==> src/rtl/keypad_pkg.sv <==
// Shared encodings for the keypad entry controller: keycodes, command opcodes, FSM states.
package keypad_pkg;

  typedef enum logic [1:0] {
    ST_IDLE  = 2'b00,
    ST_ENTRY = 2'b01,
    ST_ISSUE = 2'b10
  } state_e;

  typedef enum logic [1:0] {
    OP_ADD = 2'b00,
    OP_MUL = 2'b01,
    OP_SUB = 2'b10,
    OP_EQU = 2'b11
  } cmd_op_e;

  localparam logic [4:0] KEY_ADD = 5'b01010;
  localparam logic [4:0] KEY_MUL = 5'b00010;
  localparam logic [4:0] KEY_SUB = 5'b00011;
  localparam logic [4:0] KEY_EQU = 5'b00100;

  function automatic logic is_cmd_key(input logic [4:0] key);
    return (key == KEY_ADD) || (key == KEY_MUL) || (key == KEY_SUB) || (key == KEY_EQU);
  endfunction

  function automatic cmd_op_e key_to_op(input logic [4:0] key);
    case (key)
      KEY_MUL: return OP_MUL;
      KEY_SUB: return OP_SUB;
      KEY_EQU: return OP_EQU;
      default: return OP_ADD;
    endcase
  endfunction

endpackage

==> src/rtl/hex_shift_reg.sv <==
// Hex digit entry register: loads/shifts nibbles in from the right, saturating digit count
// and a sticky overflow flag for digits dropped while full.
module hex_shift_reg #(
  parameter int WIDTH = 16
) (
  input  logic             clock,
  input  logic             reset,
  input  logic             clr_all_i,
  input  logic             clr_entry_i,
  input  logic             load_i,
  input  logic             shift_i,
  input  logic [3:0]       digit_i,
  output logic [WIDTH-1:0] operand_o,
  output logic             ovf_o
);

  localparam int DIGITS = WIDTH / 4;
  localparam int CW = $clog2(DIGITS + 1);
  localparam logic [CW-1:0] FULL = CW'(DIGITS);

  logic [WIDTH-1:0] operand_q, operand_d;
  logic [CW-1:0]    count_q, count_d;
  logic             ovf_q, ovf_d;

  // clear key wins over everything; a completed command keeps ovf sticky
  always_comb begin
    operand_d = operand_q;
    count_d   = count_q;
    ovf_d     = ovf_q;
    if (clr_all_i) begin
      operand_d = '0;
      count_d   = '0;
      ovf_d     = 1'b0;
    end else if (clr_entry_i) begin
      operand_d = '0;
      count_d   = '0;
    end else if (load_i) begin
      operand_d = {{(WIDTH-4){1'b0}}, digit_i};
      count_d   = CW'(1);
    end else if (shift_i) begin
      if (count_q < FULL) begin
        operand_d = {operand_q[WIDTH-5:0], digit_i};
        count_d   = count_q + CW'(1);
      end else begin
        ovf_d = 1'b1;
      end
    end
  end

  always_ff @(posedge clock or posedge reset) begin
    if (reset) begin
      operand_q <= '0;
      count_q   <= '0;
      ovf_q     <= 1'b0;
    end else begin
      operand_q <= operand_d;
      count_q   <= count_d;
      ovf_q     <= ovf_d;
    end
  end

  assign operand_o = operand_q;
  assign ovf_o     = ovf_q;

endmodule

==> src/rtl/keypad_entry_fsm.sv <==
// Keypad operand entry: collects hex digits and hands operator/equals commands to a
// downstream ALU over a valid/ready handshake, ignoring keys while a command is pending.
module keypad_entry_fsm
  import keypad_pkg::*;
#(
  parameter int         WIDTH  = 16,
  parameter logic [4:0] CLRKEY = 5'b00001
) (
  input  logic             clock,
  input  logic             reset,
  input  logic             newkey,
  input  logic [4:0]       keycode,
  output logic [WIDTH-1:0] operand,
  output logic             cmd_valid,
  output logic [1:0]       cmd_op,
  output logic [WIDTH-1:0] cmd_data,
  input  logic             cmd_ready,
  output logic             ovf,
  output logic             busy,
  output logic [1:0]       state
);

  state_e           state_q;
  logic             cmd_valid_q;
  cmd_op_e          cmd_op_q;
  logic [WIDTH-1:0] cmd_data_q;

  logic accept_keys, key_clr, key_cmd, key_digit, cmd_accept;

  assign accept_keys = (state_q == ST_IDLE) || (state_q == ST_ENTRY);
  assign key_clr     = accept_keys && newkey && (keycode == CLRKEY);
  assign key_cmd     = accept_keys && newkey && !key_clr && is_cmd_key(keycode);
  assign key_digit   = accept_keys && newkey && !key_clr && keycode[4];
  assign cmd_accept  = (state_q == ST_ISSUE) && cmd_valid_q && cmd_ready;

  hex_shift_reg #(.WIDTH(WIDTH)) u_shift (
    .clock       (clock),
    .reset       (reset),
    .clr_all_i   (key_clr),
    .clr_entry_i (cmd_accept),
    .load_i      (key_digit && (state_q == ST_IDLE)),
    .shift_i     (key_digit && (state_q == ST_ENTRY)),
    .digit_i     (keycode[3:0]),
    .operand_o   (operand),
    .ovf_o       (ovf)
  );

  always_ff @(posedge clock or posedge reset) begin
    if (reset) begin
      state_q     <= ST_IDLE;
      cmd_valid_q <= 1'b0;
      cmd_op_q    <= OP_ADD;
      cmd_data_q  <= '0;
    end else begin
      case (state_q)
        ST_IDLE, ST_ENTRY: begin
          if (key_clr) begin
            state_q <= ST_IDLE;
          end else if (key_cmd) begin
            cmd_valid_q <= 1'b1;
            cmd_op_q    <= key_to_op(keycode);
            cmd_data_q  <= operand;
            state_q     <= ST_ISSUE;
          end else if (key_digit) begin
            state_q <= ST_ENTRY;
          end
        end
        ST_ISSUE: begin
          if (cmd_accept) begin
            cmd_valid_q <= 1'b0;
            state_q     <= ST_IDLE;
          end
        end
        default: begin
          cmd_valid_q <= 1'b0;
          state_q     <= ST_IDLE;
        end
      endcase
    end
  end

  assign cmd_valid = cmd_valid_q;
  assign busy      = cmd_valid_q;
  assign cmd_op    = cmd_op_q;
  assign cmd_data  = cmd_data_q;
  assign state     = state_q;

endmodule

==> config.mk <==
export PLATFORM = sky130hd
export DESIGN_NAME = keypad_entry_fsm
export DESIGN_NICKNAME = d
export VERILOG_FILES = /design/src/rtl/keypad_pkg.sv /design/src/rtl/hex_shift_reg.sv /design/src/rtl/keypad_entry_fsm.sv
export SDC_FILE = /design/constraint.sdc
export NUM_CORES = 1
export LEC_CHECK = 0
export ABC_AREA = 1
export BUFFER_PORTS_ARGS = -buffer_cell sky130_fd_sc_hd__buf_2
export CAP_MARGIN = 10
export CORE_ASPECT_RATIO = 0.6
export CORE_MARGIN = 5
export CORE_UTILIZATION = 55
export DETAILED_ROUTE_END_ITERATION = 10
export GPL_ROUTABILITY_DRIVEN = 0
export GPL_TIMING_DRIVEN = 0
export PLACE_DENSITY = 0.87
export SETUP_SLACK_MARGIN = 0.4
export SLEW_MARGIN = 0
export SYNTH_ARGS = -nofsm -noshare
export SYNTH_HDL_FRONTEND = slang
export SYNTH_SLANG_ARGS = --single-unit
==> constraint.sdc <==
create_clock -name clock -period 3.65 [get_ports clock]
set_clock_uncertainty 0.2 [all_clocks]
set_input_delay 0.365 -clock clock [delete_from_list [all_inputs] [get_ports clock]]
set_output_delay 0.365 -clock clock [all_outputs]
set_load 0.01 [all_outputs]
==> metrics.txt, run 1 <==
Fill cells between 200 and 300; post-DR vias/cell ~5.1; Synth Area in Simple Gates 22.7%; Synth async-reset ratio 100%; CTS Sinks 41; DR vias between 1k and 1.5k; final setup TNS 0 ns; Pre-antenna DRT Iters 4; Startpoint Class flop; CTS tree yes; crit path DAT between 1.5 and 2 ns; Final Setup Violations 0; Synth Cell Area 1970 sq um; Yosys cell types 26; die width approximately 87 um; worst vdd ir ~0.00048 V; port bufs 47; vias in the first global route approximately 1.4k; Final Non-Filler Cells between 200 and 300; register area share after synthesis a little over half; flops & latches, synth just over 40; CP Max Fanout 10; Residual DRC 0; dpl hpwl 3200 um; multiplexer area fraction after synthesis 0%; cell row count 16; Achievable Freq 599 MHz; Power Dens Cells 726 nW/um^2; Critical Path Most Common Cell inv_2; largest net degree at the start of global routing 42; worst r2r src state[1]; largest family of logic cells by synthesized area simple AND/OR/NAND/NOR gates; Tcrit/Tclk final a little under half; DR iter-0 viols about 110; clk buf depth 2; LEAKAGE approximately 1.2 nW; Final Power about 1.7 mW; Crit Path Class flop to flop; Synth Area in Adders 0.637%; # Max-Cap Violations 0; Worst path depth 9; first-pass GRT wire length 7020 um; Clock Latency Late Sink 0.29 ns; nets 255; fraction of layout cells with a size suffix above 1 a little under half; I/O pins 48; postcts setup bufs 0; reg2reg path depth 9; Clk Tree Root Cell clkbuf_8; Compound-Gate Fraction of Synth Area 14.8%; XOR/XNOR Fraction of Synth Area 0%; YS warnings 0; CTS clk-pin slew, worst paths around 0.08 ns; fin. max-slew vios 0; Diodes inserted 0; ys flop type dfrtp_1; Core Util, Final a little under three quarters; detailed-route wire length per cell 14.9 um; Synth Area per Inst just over 10 sq um; area delta synth->final 20.8%; CTS Buf Count 5; Routed WL about 4300 um; die height roughly 56 um; grt ovf 0; Post-Syn Instances approximately 190; Slew @ Worst Pin 0.831 ns; Crit. Startpoint state[1]; Critical-path top delay cell dfrtp_1; H-tree depth 2; Initial Utilization around three fifths; run status completed; Post-CTS Hold Buffers 0; RSZ-0062 raised after global routing no; Post-Syn Nets roughly 200; CORE AREA 3340 sq um; initial antenna violation count 0; Slew headroom about 45%; slowest stage delay, CP approximately 0.38 ns; Total GRT Usage between 10% and 20%; antenna-violating nets left 0; Post-synth EDFFs 0; PostCTS Resize Cnt 0; Crit path max-delay family buffers and inverters; Setup crit end kind flop; Cells after DPL around 280; Tmin final approximately 1.7 ns; final hold vios 0; CP Buf/Inv Count 4; CP Cell Sequence inv_2 -> nand3_1 -> clkinv_1 -> nand2_2 -> inv_2 -> nand2_4 -> inv_2 -> nand3_1 -> o21ai_1; Hold Crit Class primary input to asynchronous set/reset pin; full die area between 4000 and 5000 sq um; Critical Path RT ~3.7 ns
-- per-stage QoR --
| step | hold WS, ns | instance area, sq um | worst slack (ns) |
|---|---|---|---|
| floorplan | 0.246 | 1970 | 2.13 |
| global placement | 0.252 | 2260 | 1.66 |
| detailed placement | 0.272 | 2260 | 1.94 |
| CTS | 0.0620 | 2370 | 2.00 |
| global route | 0.116 | 2370 | 1.80 |
| finish | 0.0314 | 2370 | 1.98 |
-- Yosys cell counts, types with 3 or more instances --
library cell / n / share of area [%]
nand2_2: 5 / 1.6
o21ai_1: 13 / 3.3
nor2_2: 4 / 1.3
o21ai_2: 16 / 7.1
nand2_1: 24 / 4.6
o22ai_2: 5 / 3.2
buf_6: 3 / 1.7
nor2_1: 4 / 0.76
dfrtp_1: 41 / 52
inv_2: 6 / 1.1
inv_1: 23 / 4.4
nand3_1: 16 / 4.1
nand4_1: 5 / 1.6
nand2_4: 11 / 6.3
-- final timing paths --
kind / to / slack [ns]
setup / recovery: u_shift.operand_o[6] / 1.98
hold / removal: cmd_data[7] / 0.03
setup reg to reg: u_shift.operand_o[6] / 1.98
hold reg to reg: cmd_op[0] / 0.28
max in group asynchronous: state[0] / 2.69
min in group clock: u_shift.operand_o[3] / 0.16
-- power breakdown --
group / internal (mW) / leakage [nW] / switching [mW]
registers: 0.613 / 0.537 / 0.131
clock network: 0.223 / 0.0585 / 0.152
logic: 0.255 / 0.651 / 0.349
total: 1.09 / 1.25 / 0.632
-- state kept, by name, indices dropped and copies added (netlist names) --
signal and flops:
cmd_data 16, u_shift.operand_o 16, u_shift.count_q 3, cmd_op 2
state 2, busy 1, u_shift.ovf_o 1
-- kinds of logic (layout without fill, tap and decap cells) --
| group | count (synthesis) | count (layout) |
|---|---|---|
| AND/OR/NAND/NOR | 73 | 73 |
| flip-flops | 41 | 41 |
| AO/OA/AOI/OAI | 38 | 38 |
| buffers and inverters | 38 | 93 |
| adder cells (fa/ha/maj) | 1 | 1 |
-- final cells by class --
cell class	count	area [sq um]	area share, %
Sequential cell	41	1030	43.2
Clock buffer	7	86.3	3.64
Buffer	7	73.8	3.11
Timing Repair Buffer	47	235	9.91
Multi-Input combinational cell	112	749	31.6
Clock inverter	1	30.0	1.27
Inverter	31	116	4.90
Tap cell	45	56.3	2.37
-- metal layers --
metal	vias up	global-route usage (%)	wire length, um
met3	8	5.26	292
met1	693	29.1	2170
li1	730	-	-
met4	0	5.25	55
met2	47	25.5	1820
met5	-	0	0
-- placed cells by master, fill, tap and decap left out, drive strengths merged, types with 5 or more instances in the layout --
cell type  instances
buf               54
dfrtp             41
nand2             40
o21ai             30
inv               29
nand3             18
nor2               9
clkbuf             7
nand4              5
o22ai              5
-- worst reg2reg max path: stages (launching register included) --
cell	delay, ns
dfrtp_1	0.38
inv_2	0.10
nand3_1	0.12
clkinv_1	0.11
nand2_2	0.08
inv_2	0.17
nand2_4	0.12
inv_2	0.12
nand3_1	0.09
o21ai_1	0.10
No activity file was read; power rests on OpenSTA's default activity.
==> run 2: changes to the inputs <==
Settings changed: ABC_AREA 1 to 0, CORE_UTILIZATION 55 to 47, PLACE_DENSITY 0.87 to 0.8.
Clock period 3.65 ns to 1.4 ns, I/O delays scaled along.
==> metrics.txt, run 2 <==
run status finished, violations left; failing checks negative hold slack, negative setup slack; register area share after synthesis 55.3%; full die area ~5300 sq um; Clock Latency Late Sink about 0.30 ns; antenna-violating nets left 0; CTS Sinks 41; Placement Cell Area between 2000 and 2500 sq um; clk buf depth 2; Synth Area in Adders less than 1%; Pre-antenna DRT Iters 4; ys flop type dfrtp_1; Startpoint Class flop; grt ovf 0; CP Buf/Inv Count 2; CP Max Fanout 8; H-tree depth 2; detailed-route wire length per cell roughly 20 um; Slew @ Worst Pin roughly 0.86 ns; die height just under 60 um; # Max-Cap Violations 0; DR vias about 1.7k; dpl ws -0.759 ns; Residual DRC 0; Finished Cell Area about 3000 sq um; dpl hpwl ~2800 um; crit path DAT 1.97 ns; Crit Path Class flop to flop; top post-synthesis cells by count 41 x dfrtp_1, 11 x nand2_1, 10 x a21oi_1; Tmin final around 2.0 ns; Critical Path RT around 1.4 ns; Synth Area per Inst about 13 sq um; Final Setup Violations 41; Setup crit end kind flop; Tcrit/Tclk final 142%; Synth Area in Simple Gates between 10% and 20%; largest family of logic cells by synthesized area compound AO/OA/AOI/OAI gates; Crit path max-delay family simple AND/OR/NAND/NOR gates; most frequent cells in the layout 44 x buf_4, 41 x dfrtp_1, 39 x buf_2, 24 x buf_6, 17 x mux2_4; Clk Tree Root Cell clkbuf_8; Post-Syn Instances ~140; fraction of layout cells with a size suffix above 1 between 60% and 70%; XOR/XNOR Fraction of Synth Area less than 1%; post-DR vias/cell around 5.7; I/O pins 48; Final Power slightly below 5 mW; port bufs between 40 and 50; flops & latches, synth between 40 and 50; commonest non-fill, non-tap cell in the layout buf_4; Power Dens Cells about 1600 nW/um^2; Slew headroom 42.5%; worst vdd ir ~0.0012 V; Final Non-Filler Cells approximately 300; worst hold slack -0.204 ns; DR iter-0 viols ~140; CORE AREA 3740 sq um; Compound-Gate Fraction of Synth Area around 15%; LEAKAGE between 1.5 and 2 nW; most numerous cell in the Yosys netlist dfrtp_1; Final WS setup -0.594 ns; Hold Crit Class primary input to asynchronous set/reset pin; Synth async-reset ratio 100%; first-pass GRT wire length roughly 9300 um; Achievable Freq between 500 and 600 MHz; Post-Syn Nets around 150; die width roughly 91 um; CP Cell Sequence buf_6 -> or3b_4 -> a21oi_4 -> buf_12 -> mux2_4; area leader, netlist dfrtp_1; Critical-path top delay cell or3b_4; largest net degree at the start of global routing between 40 and 50; YS warnings 0; nets between 200 and 300; Total GRT Usage about 22%; vias in the first global route 1761; Diodes inserted 0; CTS clk-pin slew, worst paths approximately 0.09 ns; Synth Cell Area about 1900 sq um; Cells after DPL 235; cell row count 17; Area contributors post-synth dfrtp_1 55%, mux2_4 6.5%, mux2_2 5.5%; Post-CTS Hold Buffers 3; RSZ-0062 raised after global routing yes; final hold vios 42; Routed WL 5990 um; fin. max-slew vios 0; CTS Buf Count 5; initial antenna violation count 0; Post-synth EDFFs 0; Yosys cell types 37; slowest stage delay, CP approximately 0.42 ns; multiplexer area fraction after synthesis about an eighth; Initial Utilization around 50%; CTS tree yes; Yosys top cell area share between 50% and 60%; area delta synth->final 63.1%
[run 2: kinds of logic after synthesis]
logic type / after synthesis
AOI/OAI and AO/OA: 37
xor gates and xnor gates: 1
adders and majority gates: 1
buffers and inverters: 13
DFF: 41
muxes: 17
and+or+nand+nor: 34
[run 2: where the power goes]
part | internal, mW | switching (mW) | total (mW) | leakage [nW]
sequential | 1.53 | 0.260 | 1.79 | 0.536
clock | 0.534 | 0.449 | 0.983 | 0.0543
combinational | 1.23 | 0.921 | 2.15 | 0.924
total | 3.29 | 1.63 | 4.92 | 1.51
[run 2: worst paths after layout]
kind	start	endpoint	slack, ns	cells past startpoint
hold / removal	reset	u_shift.count_q[0]	-0.20	2
setup / recovery	state[1]	cmd_data[13]	-0.59	5
hold reg to reg	cmd_data[15]	cmd_data[15]	0.32	1
min in group clock	cmd_ready	state[1]	-0.01	3
setup reg to reg	state[1]	cmd_data[13]	-0.59	5
max in group asynchronous	reset	cmd_data[7]	0.73	2
[run 2: per-stage QoR]
stage	util, %	setup TNS [ns]
after floorplan	-	-15.86
after global placement	58.0	-20.41
after detailed placement	58.0	-20.58
after CTS	77.2	-17.50
after global routing	80.8	-21.59
final	80.8	-19.51
[run 2: layout make-up]
| type | instances | area [sq um] |
|---|---|---|
| buffer | 10 | 126 |
| clock buffer | 5 | 68.8 |
| clock inverter | 3 | 46.3 |
| fill | 202 | 719 |
| inverter | 3 | 15.0 |
| multi-input combinational | 91 | 916 |
| sequential | 41 | 1030 |
| tap | 47 | 58.8 |
| timing repair buffer | 104 | 767 |
[run 2: timing repair]
action	CTS	global route
hold endpoints to repair	47	42
cloned	2	0
endpoints found under the setup margin	80	80
pin swaps	22	15
buffers inserted	50	6
gates resized for setup	47	18
[run 2: metal layers]
metal	global-route usage [%]	share of wire, %	wire [um]
met5	0	0	0
met4	5.65	2.9	171
met3	6.00	8.6	515
met2	38.2	47	2830
met1	29.0	41	2470
==> run 3: changes to the inputs <==
--- a/config.mk
+++ b/config.mk
@@ -14,3 +14,3 @@
 export DETAILED_ROUTE_END_ITERATION = 10
-export GPL_ROUTABILITY_DRIVEN = 0
+export GPL_ROUTABILITY_DRIVEN = 1
 export GPL_TIMING_DRIVEN = 0
@@ -18,2 +18,3 @@
 export SETUP_SLACK_MARGIN = 0.4
+export SKIP_LAST_GASP = 1
 export SLEW_MARGIN = 0
--- a/constraint.sdc
+++ b/constraint.sdc
@@ -4,2 +4,2 @@
 set_output_delay 0.14 -clock clock [all_outputs]
-set_load 0.01 [all_outputs]
+set_load 0.005 [all_outputs]
==> metrics.txt, run 3 (synthesis gave the netlist of run 2 again) <==
DR vias roughly 1.7k; Final Setup Violations 41; Critical Path RT between 1 and 1.5 ns; area delta synth->final 64.8%; Pre-antenna DRT Iters 4; final hold vios between 40 and 50; failing checks negative hold slack, negative setup slack; Worst path depth 6; slowest stage delay, CP roughly 0.42 ns; reg2reg path depth 6; Clock power frac around 21%; LEAKAGE roughly 1.5 nW; worst hold slack -0.196 ns; CTS clk-pin slew, worst paths 0.08 ns; cell row count 17; Crit. Startpoint state[1]; part of the power in registers between 30% and 40%; die width slightly above 90 um; Post-CTS Hold Buffers 3; full die area between 5000 and 6000 sq um; crit path DAT around 2.0 ns; dpl hpwl approximately 2800 um; Multi-input gate area 967 sq um; detailed-route wire length per cell roughly 21 um; R2R setup slack -0.60 ns; # Max-Cap Violations 0; clk buf depth 2; commonest non-fill, non-tap cell in the layout buf_2; Initial Utilization around half; Critical-path top delay cell or3b_4; grt ovf 0; Routed WL approximately 6400 um; antenna-violating nets left 0; first-pass GRT wire length a little under 9000 um; run status finished, violations left; nets between 200 and 300; Tmin final ~2 ns; RSZ-0062 raised after global routing yes; CP Buf/Inv Count 3; fraction of layout cells with a size suffix above 1 between 60 and 70%; Clk Tree Root Cell clkbuf_8; Total GRT Usage between 20% and 30%; FF-to-FF End cmd_data[5]; final setup TNS -20.89 ns; vias in the first global route between 1.5k and 2k; largest net degree at the start of global routing 42; I/O pins between 40 and 50; Tcrit/Tclk final 143%; Psw 1.54 mW; Hold Crit Class primary input to asynchronous set/reset pin; FF/Latch Area about 1000 sq um; Diodes inserted 0; CORE AREA 3740 sq um; Final Power 4.73 mW; Power Dens Cells approximately 1500 nW/um^2; die height 58.7 um; Fill cells between 150 and 200; Slew headroom a little over two fifths; CTS tree yes; initial antenna violation count 0; port bufs 44; worst vdd ir around 0.0012 V; most frequent cells in the layout 44 x buf_2, 41 x dfrtp_1, 39 x buf_4, 18 x buf_6, 16 x mux2_4; Startpoint Class flop; Placement Cell Area 2170 sq um; Clock Latency Late Sink roughly 0.30 ns; Core Util, Final a little over 80%; switching share of power between 30% and 40%; worst r2r src state[1]; Combinational Power Share 41.5%; CP Cell Sequence buf_6 -> or3b_4 -> a21oi_4 -> buf_12 -> clkbuf_16 -> mux2_4; fin. max-slew vios 0; Crit path max-delay family buffers and inverters; CTS Buf Count 5; Residual DRC 0; internal power between 3 and 4 mW; Slew @ Worst Pin 0.865 ns; Crit Path Class flop to flop; Placer Congestion ~0.78; Setup crit end kind flop; Final WS setup -0.598 ns; crit path to cmd_data[5]; CP Max Fanout 4; CTS Sinks ~40; post-DR vias/cell between 5 and 6; Finished Cell Area around 3100 sq um; Achievable Freq 500 MHz; H-tree depth 2; DR iter-0 viols between 100 and 150
-- run 3: layout make-up --
type	count	area share, %
buffer	10	3.93
clock buffer	5	2.25
clock inverter	3	1.52
inverter	3	0.573
multi-input combinational	91	31.7
sequential	41	33.6
tap	47	1.92
timing repair buffer	101	24.6
-- run 3: metrics by stage --
stage,worst slack [ns],std cells
after floorplan,-0.578,144
after global placement,-0.735,235
after detailed placement,-0.753,235
after CTS,-0.546,291
after global routing,-0.632,301
final,-0.598,301
-- run 3: how the worst min path moves through the flow --
stage | from | end | slack (ns) | depth (start not counted)
6_report | reset | cmd_data[9] | -0.20 | 2
3_5_place_dp | reset | cmd_data[11] | 0.14 | 2
4_1_cts | reset | cmd_data[5] | -0.17 | 2
3_3_place_gp | reset | cmd_data[11] | 0.14 | 2
2_1_floorplan | reset | busy | -0.07 | 1
5_1_grt | reset | u_shift.operand_o[9] | -0.12 | 2
-- run 3: what timing repair did --
action,4_1_cts,5_1_grt
endpoints found under the setup margin,80,80
buffers inserted,43,9
pin swaps,13,27
hold endpoints to repair,47,42
gates cloned,2,1
resized for setup,34,34
-- run 3: power groups by stage --
| stage | combinational, mW | sequential, mW | clock, mW |
|---|---|---|---|
| detailed placement | 1.07 | 1.84 | 0 |
| CTS | 1.66 | 1.76 | 0.976 |
| global placement | 1.04 | 1.82 | 0 |
| floorplan | 0.590 | 1.82 | 0 |
| global route | 2.11 | 1.84 | 1.04 |
| finish | 1.97 | 1.80 | 0.972 |
-- run 3: per-layer routing --
metal	track usage, %	routed length [um]	up-vias	part of all wire, %
li1	-	-	748	-
met1	28.6	2680	867	42
met2	37.4	3110	82	48
met3	4.34	506	16	7.9
met4	4.39	144	0	2.2
met5	0	0	-	0
